### src/rtl/mem_bus_fabric.sv
// mem_bus_fabric: address decoder, read mux and transaction tracker between
// the FemtoRV32 core and NUM_SLAVES memory-mapped slaves. Slave 0 is the
// default target; slaves 1..NUM_SLAVES-1 occupy consecutive 64 KiB pages
// starting at BASE_PAGE. A watchdog aborts transactions whose slave stays
// busy for TIMEOUT cycles and records the failure in sticky error registers.
module mem_bus_fabric #(
  parameter int          NUM_SLAVES = 7,
  parameter logic [15:0] BASE_PAGE  = 16'h0040,
  parameter int          TIMEOUT    = 255,
  parameter logic [31:0] ERR_DATA   = 32'h6666_6666
) (
  input  logic                    clk,
  input  logic                    resetn,
  input  logic [31:0]             mem_addr,
  input  logic                    mem_rstrb,
  input  logic [3:0]              mem_wmask,
  output logic [31:0]             mem_rdata,
  output logic                    mem_rbusy,
  output logic                    mem_wbusy,
  output logic [NUM_SLAVES-1:0]   s_cs,
  output logic                    s_rd,
  output logic                    s_wr,
  input  logic [32*NUM_SLAVES-1:0] s_rdata,
  input  logic [NUM_SLAVES-1:0]   s_rbusy,
  input  logic [NUM_SLAVES-1:0]   s_wbusy,
  input  logic                    err_clr,
  output logic                    bus_err,
  output logic [31:0]             err_addr,
  output logic [7:0]              err_count
);

  localparam int SEL_W = $clog2(NUM_SLAVES);
  // Counter must be able to reach TIMEOUT itself, since expiry is cnt == TIMEOUT.
  localparam int CNT_W = (TIMEOUT > 1) ? $clog2(TIMEOUT + 1) : 1;
  localparam logic [CNT_W-1:0] CNT_MAX  = CNT_W'(TIMEOUT);
  localparam logic [16:0]      LAST_OFF = 17'(NUM_SLAVES - 1);

  typedef enum logic [1:0] {
    IDLE    = 2'd0,
    RD_WAIT = 2'd1,
    WR_WAIT = 2'd2
  } state_e;

  state_e             state_q, state_d;
  logic [SEL_W-1:0]   sel_q, sel_d;
  logic [31:0]        addr_q, addr_d;
  logic [CNT_W-1:0]   cnt_q, cnt_d;
  logic               err_q, err_d;
  logic               bus_err_q, bus_err_d;
  logic [31:0]        err_addr_q, err_addr_d;
  logic [7:0]         err_count_q, err_count_d;

  logic [16:0]        page_off;
  logic               in_range;
  logic [SEL_W-1:0]   index;
  logic               sel_rbusy, sel_wbusy;
  logic               expire;
  logic               strobe;
  logic               accept;
  logic               abort;

  // Page decode: pages outside the peripheral window fall back to slave 0.
  // The 17-bit subtraction keeps pages below BASE_PAGE from wrapping into range.
  assign page_off = {1'b0, mem_addr[31:16]} - {1'b0, BASE_PAGE};
  assign in_range = (mem_addr[31:16] >= BASE_PAGE) && (page_off < LAST_OFF);
  assign index    = in_range ? (SEL_W'(page_off) + SEL_W'(1)) : '0;

  // One-hot chip select, purely combinational from the current address.
  always_comb begin
    s_cs        = '0;
    s_cs[index] = 1'b1;
  end

  // Strobes go to all slaves; each slave qualifies them with its own s_cs bit.
  assign s_rd = mem_rstrb;
  assign s_wr = |mem_wmask;

  assign sel_rbusy = s_rbusy[sel_q];
  assign sel_wbusy = s_wbusy[sel_q];

  // Watchdog fires only while a transaction is outstanding.
  assign expire = (TIMEOUT != 0) && (state_q != IDLE) && (cnt_q == CNT_MAX);

  assign mem_rbusy = (state_q == RD_WAIT) && sel_rbusy && !expire;
  assign mem_wbusy = (state_q == WR_WAIT) && sel_wbusy && !expire;

  assign strobe = mem_rstrb || (|mem_wmask);
  assign accept = strobe && !mem_rbusy && !mem_wbusy;

  // Read data: error pattern on an aborted read, else the tracked slave's data.
  assign mem_rdata = ((expire && (state_q == RD_WAIT)) || err_q)
                     ? ERR_DATA : s_rdata[{sel_q, 5'b00000} +: 32];

  assign bus_err   = bus_err_q;
  assign err_addr  = err_addr_q;
  assign err_count = err_count_q;

  // Next-state logic: transaction tracking, watchdog and error bookkeeping.
  // NOTE: every _d gets its hold value first so no path leaves it unassigned,
  // which would otherwise infer a latch.
  always_comb begin
    state_d     = state_q;
    sel_d       = sel_q;
    addr_d      = addr_q;
    cnt_d       = cnt_q;
    err_d       = err_q;
    bus_err_d   = bus_err_q;
    err_addr_d  = err_addr_q;
    err_count_d = err_count_q;
    abort       = 1'b0;

    unique case (state_q)
      RD_WAIT: begin
        if (expire) begin
          abort   = 1'b1;
          err_d   = 1'b1;
          state_d = IDLE;
        end else if (sel_rbusy) begin
          cnt_d = cnt_q + CNT_W'(1);
        end else begin
          state_d = IDLE;
        end
      end
      WR_WAIT: begin
        if (expire) begin
          abort   = 1'b1;
          state_d = IDLE;
        end else if (sel_wbusy) begin
          cnt_d = cnt_q + CNT_W'(1);
        end else begin
          state_d = IDLE;
        end
      end
      default: ;
    endcase

    // A new strobe starts a fresh transaction; a write wins over a read.
    if (accept) begin
      sel_d   = index;
      addr_d  = mem_addr;
      cnt_d   = '0;
      err_d   = 1'b0;
      state_d = (|mem_wmask) ? WR_WAIT : RD_WAIT;
    end

    // An abort in the same cycle as err_clr takes precedence over the clear.
    if (abort) begin
      bus_err_d = 1'b1;
      if (!bus_err_q) begin
        err_addr_d = addr_q;
      end
      if (err_count_q != 8'hFF) begin
        err_count_d = err_count_q + 8'd1;
      end
    end else if (err_clr) begin
      bus_err_d  = 1'b0;
      err_addr_d = '0;
    end
  end

  // State registers; reset drops any transaction in flight at once.
  // NOTE: sequential state uses non-blocking assignments so every register
  // samples the pre-edge values regardless of statement order.
  always_ff @(posedge clk or negedge resetn) begin
    if (!resetn) begin
      state_q     <= IDLE;
      sel_q       <= '0;
      addr_q      <= '0;
      cnt_q       <= '0;
      err_q       <= 1'b0;
      bus_err_q   <= 1'b0;
      err_addr_q  <= '0;
      err_count_q <= '0;
    end else begin
      state_q     <= state_d;
      sel_q       <= sel_d;
      addr_q      <= addr_d;
      cnt_q       <= cnt_d;
      err_q       <= err_d;
      bus_err_q   <= bus_err_d;
      err_addr_q  <= err_addr_d;
      err_count_q <= err_count_d;
    end
  end

endmodule

### config.mk
export PLATFORM = sky130hd
export DESIGN_NAME = mem_bus_fabric
export DESIGN_NICKNAME = d
export VERILOG_FILES = /design/src/rtl/mem_bus_fabric.sv
export SDC_FILE = /design/constraint.sdc
export NUM_CORES = 1
export LEC_CHECK = 0
export CORE_AREA = 4 4 138 140
export CTS_CLUSTER_DIAMETER = 120
export DETAILED_ROUTE_END_ITERATION = 7
export DIE_AREA = 0 0 142 144
export GPL_TIMING_DRIVEN = 1
export PLACE_DENSITY = 0.74
export SLEW_MARGIN = 20
export SYNTH_ARGS = -nofsm -noshare
export SYNTH_HDL_FRONTEND = slang
export SYNTH_SLANG_ARGS = --single-unit
### constraint.sdc
create_clock -name clk -period 2.3 [get_ports clk]
set_clock_uncertainty 0.05 [all_clocks]
set_input_delay 0.575 -clock clk [delete_from_list [all_inputs] [get_ports clk]]
set_output_delay 0.575 -clock clk [all_outputs]
set_load 0.1 [all_outputs]
==> results of run 1 <==
[placed cells by master, fill, tap and decap left out, types with 4 or more instances in the layout]
cell type	count
buf_12	64
clkdlybuf4s50_1	252
o31ai_1	6
dlygate4sd2_1	14
nand2_8	8
mux4_2	33
buf_2	5
buf_16	7
buf_4	100
nand2_4	8
o21ai_4	6
a22o_1	32
a21oi_2	18
or4_4	7
o21ai_2	9
a211oi_4	16
nor2_1	22
xnor2_1	5
nand4_1	7
clkbuf_16	11
nor2_2	11
a21oi_1	8
o211ai_1	17
dfrtp_1	83
mux2_4	35
inv_1	7
ha_1	4
nor2_4	11
clkdlybuf4s15_1	4
buf_6	26
mux2i_1	35
nand2_1	22
[logic make-up (layout without fill, tap and decap cells)]
logic type / Yosys count / count (layout) / synth area share (%)
xor+xnor: 7 / 7 / 1.09
other cells: 0 / 1 / 0
fa+ha+maj: 7 / 7 / 1.55
mux: 107 / 107 / 27.1
simple gates: 132 / 132 / 11.5
compound gates: 130 / 130 / 16.1
buf+inv: 56 / 502 / 4.16
flops: 87 / 87 / 38.5
[worst paths after layout]
| check | depth (start not counted) | end | startpoint |
|---|---|---|---|
| worst min register to register | 1 | err_addr[12]$_DFFE_PN0P_ | err_addr[12]$_DFFE_PN0P_ |
| worst max-delay path | 4 | mem_wbusy | sel_q[1]$_DFFE_PN0N_ |
| min in group clk | 1 | err_addr[12]$_DFFE_PN0P_ | err_addr[12]$_DFFE_PN0P_ |
| worst max register to register | 9 | sel_q[2]$_DFFE_PN0N_ | sel_q[1]$_DFFE_PN0N_ |
| max in group asynchronous | 2 | cnt_q[0]$_DFFE_PN0P_ | resetn |
| worst min-delay path | 1 | err_addr[0]$_DFFE_PN0P_ | resetn |
[report_power, final]
part	leakage (nW)	internal (mW)	total [mW]	switching (mW)
sequential	1.13	1.64	1.70	0.0659
combinational	3.79	1.08	1.84	0.764
clock	0.155	0.887	1.53	0.645
total	5.07	3.60	5.07	1.47
[worst max-delay path: cells and delay by family (launching register included)]
family	cells	cell delay, ps
multiplexers	2	690
flip-flops	1	570
AND/OR/NAND/NOR	1	340
buffers and inverters	1	220
[area by class of cell]
class	instances	area, um^2	share of cell area [%]
Antenna cell	1	2.50	0.0202
Clock buffer	10	239	1.93
Clock inverter	6	72.6	0.585
Inverter	10	37.5	0.302
Multi-Input combinational cell	383	4280	34.5
Sequential cell	87	2190	17.6
Tap cell	229	287	2.31
Timing Repair Buffer	476	5310	42.8
[through the flow]
step | hold slack (ps) | instances | cell area [um^2] | utilization (%) | setup TNS (ps)
after floorplan | 229 | 526 | 6560 | - | -37970
after global placement | 432 | 1150 | 11200 | 62.7 | -36130
after detailed placement | 434 | 1150 | 11200 | 62.7 | -37590
after CTS | 131 | 1193 | 12200 | 68.1 | -29400
after global routing | 148 | 1202 | 12400 | 69.6 | -36360
final | 125 | 1202 | 12400 | 69.6 | -30740
[sequential cells by signal (all words and copies together) (netlist names)]
signal and cells:
bus_err 1, err_q 1, addr_q 32, cnt_q 8
sel_q 3, state_q 2, err_addr 32, err_count 8
[per-layer routing]
metal / part of all wire (%) / global-route usage (%) / vias to the layer above
met3: 7.0 / 6.25 / 30
li1: - / - / 2890
met2: 52 / 40.7 / 239
met4: 1.4 / 4.04 / 0
met1: 40 / 29.7 / 3150
met5: 0 / 0 / -
[what timing repair did]
item | 4_1_cts | 5_1_grt
gates cloned | 8 | 3
buffers inserted | 19 | 9
resized for setup | 117 | 48
endpoints found under the setup margin | 95 | 120
hold endpoints to repair | 0 | 0
hold buffers | 0 | 0
pin swaps | 29 | 33
==> run summary, run 1 <==
status: finished with violations
violated checks: setup timing
# IOs: 362
Syn Inst Count: 526
via count: 6309
core area: 17800 um^2
count leader, synth: dfrtp_1
fin nets: 1252
initial antenna violation count: 1
CTS Buffer Depth: 2
CTS sink cnt: 87
routability congestion estimate from global placement: 0.859
Unique masters post-synth: 50
Worst EP arrival: 2170 ps
DR WL/cell: 21.5 um
Total GRT Usage: 23.4%
Max Cap Viol: 0
Clock Tree Root: clkbuf_16
vias per cell: 5.25
ys flop type: dfrtp_1
fin crit period: 2790 ps
Area growth syn-to-layout: 120%
top-area cell type share of the netlist area: 38.5%
# port buffers: 361
Yosys warnings: 0
Die H: 144 um
vias in the first global route: 6498
first-pass GRT wire length: 37100 um
clk_lat worst skew: 340 ps
r2r setup slk: -380 ps
cells along the critical path: mux2i_1 -> mux4_2 -> nor3b_4 -> buf_12
main area contributors after synthesis: dfrtp_1 (39%), mux4_2 (13%), mux2i_1 (6.7%), mux2_1 (6.2%), a22o_1 (5.0%)
syn_area_per_cell: 10.7 um^2
final setup fails: 85
sequential-to-total area share from yosys stat: 38.5%
remaining global-route overflow: 0
crit-path max FO: 7
relative slew slack: 70.4%
max frequency: 0.358 GHz
fin. max-slew vios: 0
DIE AREA: 20400 um^2
share of layout cells above drive strength 1: 43.7%
total chip power: 5.07 mW
Power Density: 409 nW/um^2
setup ws final: -494 ps
DR iter-0 viols: 197
Detail Route Antenna Nets: 0
Async SR Flop Fraction: 100%
Die Width: 142 um
Filler Cell Count: 1296
largest net degree at the start of global routing: 52
H-tree Lvls: 3
Post-synth EDFFs: 0
area leader, netlist: dfrtp_1
Final Hold Vio Count: 0
CTS tree: built
dpl ws: -1040 ps
Detail Placement HPWL: 19200 um
num rows: 49
routed wire length: 25900 um
Hold Crit Class: in -> async
list of most frequent post-synthesis cells: dfrtp_1 (87), nor2_1 (44), mux2i_1 (38), nand2_1 (38), mux4_2 (33)
CP max stage delay: 570 ps
WS Path Type: reg -> out
Critical Path RT: 1670 ps
CP Launch Type: flip-flop
RSZ-0062 raised after global routing: yes
clock buffer count from CTS: 9
Worst-path clk slew: 70 ps
Post-route DRC: 0
Final period util: 121%
#FFs+latches synth: 87
Initial Utilization: 31.7%
Setup crit end kind: output port
DR pass1 iterations: 4
VDD IR max: 0.534 mV
Leakage: 5.07 nW
synthesized area: 5650 um^2
slowest cell on the critical path: dfrtp_4
measured slew at the worst slew-check pin: 444 ps
syn_nets: 811
No activity file was read; power rests on OpenSTA's default activity.
==> inputs of run 2 (changes only) <==
Settings changed: CORE_AREA 4 4 138 140 to 2 2 141 143, DIE_AREA 0 0 142 144 to 0 0 143 145, PLACE_DENSITY 0.74 to 0.67.
Clock period 2.3 ns to 3.45 ns, I/O delays scaled along.
==> run 2 against run 1 <==
Clock-buffer cell count stayed put. Highest routed layer is now met5. Register-to-register slack improved by 750 ps. Sequential share of layout area is 3.0 points higher. The run now ends clean.
==> run summary, run 2 (synthesis gave the netlist of run 1 again) <==
status: complete, no violations (was finished with violations)
H-tree Lvls: 3 (unchanged)
Detail Placement HPWL: 19200 um (about the same)
Clock Tree Root: clkbuf_16 (unchanged)
vias per cell: 5.03 (was 5.25)
CP Launch Type: primary input (was flip-flop)
share of layout cells above drive strength 1: 23.9% (was 43.7%)
DIE AREA: 20700 um^2 (was 20400 um^2)
Setup crit end kind: output port (unchanged)
setup TNS: 0 ps (was -30740 ps)
DR WL/cell: 20.4 um (was 21.5 um)
Multi-input gate area: 3530 um^2 (was 4280 um^2)
VDD IR max: 0.234 mV (was 0.534 mV)
setup ws final: 24.6 ps (was -494 ps)
clk_lat worst skew: 340 ps (about the same)
Final period util: 99.3%
clock buffer count from CTS: 9 (unchanged)
Die Width: 143 um (was 142 um)
remaining global-route overflow: 0 (unchanged)
RSZ-0062 raised after global routing: yes (unchanged)
Worst-path clk slew: 70 ps (about the same)
first-pass GRT wire length: 35800 um (was 37100 um)
final setup fails: 0 (was 85)
CP max stage delay: 470 ps (was 570 ps)
Worst EP arrival: 2510 ps (was 2170 ps)
CTS Buffer Depth: 2 (unchanged)
CTS sink cnt: 87 (unchanged)
DR iter-0 viols: 259 (was 197)
largest net degree at the start of global routing: 48 (was 52)
Post-Layout Inst Area: 10600 um^2 (was 12400 um^2)
Post-Layout Cell Count: 1158 (was 1202)
# IOs: 362 (unchanged)
routed wire length: 23700 um (was 25900 um)
Seq. cell area: 2190 um^2 (about the same)
Placed Area: 10300 um^2 (was 11200 um^2)
relative slew slack: 36.0% (was 70.4%)
crit-path max FO: 3 (was 7)
max frequency: 0.292 GHz
most common cell after layout, fill and taps aside: clkdlybuf4s50_1 (unchanged)
cells along the critical path: clkdlybuf4s50_1 -> ha_1 -> xnor2_2 -> nor2_4 -> buf_6 -> nor4_4 -> buf_12 (was mux2i_1 -> mux4_2 -> nor3b_4 -> buf_12)
fin nets: 1170 (was 1252)
dpl ws: -287 ps (was -1040 ps)
WS Path Type: in -> out (was reg -> out)
fin. max-slew vios: 0 (unchanged)
Leakage: 4.23 nW (was 5.07 nW)
CTS tree: built (unchanged)
measured slew at the worst slew-check pin: 957 ps (was 444 ps)
Final Hold Vio Count: 0 (unchanged)
fin crit period: 3430 ps
Placed Cells: 1137 (was 1150)
Filler Cell Count: 1659 (was 1296)
Initial Utilization: 29.4% (was 31.7%)
DR pass1 iterations: 4 (unchanged)
Power Density: 281 nW/um^2 (was 409 nW/um^2)
Area growth syn-to-layout: 87.8% (was 120%)
Total GRT Usage: 22.6% (was 23.4%)
Detail Route Antenna Nets: 0 (unchanged)
core area: 19200 um^2 (was 17800 um^2)
routability congestion estimate from global placement: 0.875 (was 0.859)
via count: 5827 (was 6309)
initial antenna violation count: 4 (was 1)
most frequent cells in the layout: clkdlybuf4s50_1 (264), dfrtp_1 (84), buf_4 (68), buf_12 (47), nor2_1 (39) (was clkdlybuf4s50_1 (252), buf_4 (100), dfrtp_1 (83), buf_12 (64))
slowest cell on the critical path: clkdlybuf4s50_1 (was dfrtp_4)
Critical Path RT: 2540 ps (was 1670 ps)
num rows: 51 (was 49)
Hold Crit Class: reg -> reg (was in -> async)
hold slack final: 438 ps (was 125 ps)
Post-route DRC: 0 (unchanged)
Max Cap Viol: 0 (unchanged)
# port buffers: 361 (unchanged)
vias in the first global route: 5966 (was 6498)
Die H: 145 um (was 144 um)
==> run 2: changes by cell type in the layout (fill, tap and decap cells not counted), sizes merged <==
cell,before,now
diode,1,3
dlygate4sd2,14,5
inv,13,12
buf,204,118
bufinv,1,0
clkinv,2,4
dlymetal6s2s,0,2
clkdlybuf4s50,252,264
clkdlybuf4s15,4,3
==> run 2: metal layers <==
layer | track usage, % | wire length (um)
met5 | 0 | 14
met2 | 38.3 | 11900
met4 | 5.35 | 395
met3 | 6.47 | 1820
met1 | 28.3 | 9540
==> run 2: repair_timing <==
item | 4_1_cts | 5_1_grt
pin swaps | 8 | 5
endpoints found under the setup margin | 12 | 61
hold buffers | 0 | 0
gates resized for setup | 21 | 12
gates cloned | 0 | 0
setup buffers | 1 | 1
==> run 2: through the flow <==
step | power (mW) | util (%)
2_1_floorplan | 1.54 | -
3_3_place_gp | 2.07 | 53.4
3_5_place_dp | 2.08 | 53.4
4_1_cts | 3.00 | 55.0
5_1_grt | 3.10 | 55.2
6_report | 2.98 | 55.2
==> run 2: worst max-delay path, delay by kind of cell <==
family        cells  cell delay [ps]
xor+xnor          1              250
buf+inv           3              810
simple gates      2              330
fa+ha+maj         1              250
==> run 2: where the power goes <==
part | total (mW) | switching, mW | internal, mW
logic | 0.938 | 0.425 | 0.513
clock network | 0.918 | 0.408 | 0.510
registers | 1.13 | 0.0378 | 1.09
==> run 2: final cells by class <==
cell class	count	area share, %
Clock inverter	6	0.389
Clock buffer	10	2.25
Tap cell	265	3.13
Timing Repair Buffer	394	39.9
Inverter	10	0.354
Sequential cell	87	20.6
Antenna cell	3	0.0708
Multi-Input combinational cell	383	33.2
==> run 2: final timing paths <==
path,cells past startpoint,start,slack [ps],end
worst max-delay path,7,mem_addr[17],20,s_cs[1]
worst min-delay path,1,addr_q[0]$_DFFE_PN0N_,440,addr_q[0]$_DFFE_PN0N_
worst max register to register,7,cnt_q[0]$_DFFE_PN0P_,370,addr_q[20]$_DFFE_PN0N_
worst min register to register,1,addr_q[0]$_DFFE_PN0N_,440,addr_q[0]$_DFFE_PN0N_
max in group asynchronous,2,resetn,2240,err_count[1]$_DFFE_PN0P_
min in group asynchronous,1,resetn,480,err_addr[28]$_DFFE_PN0P_
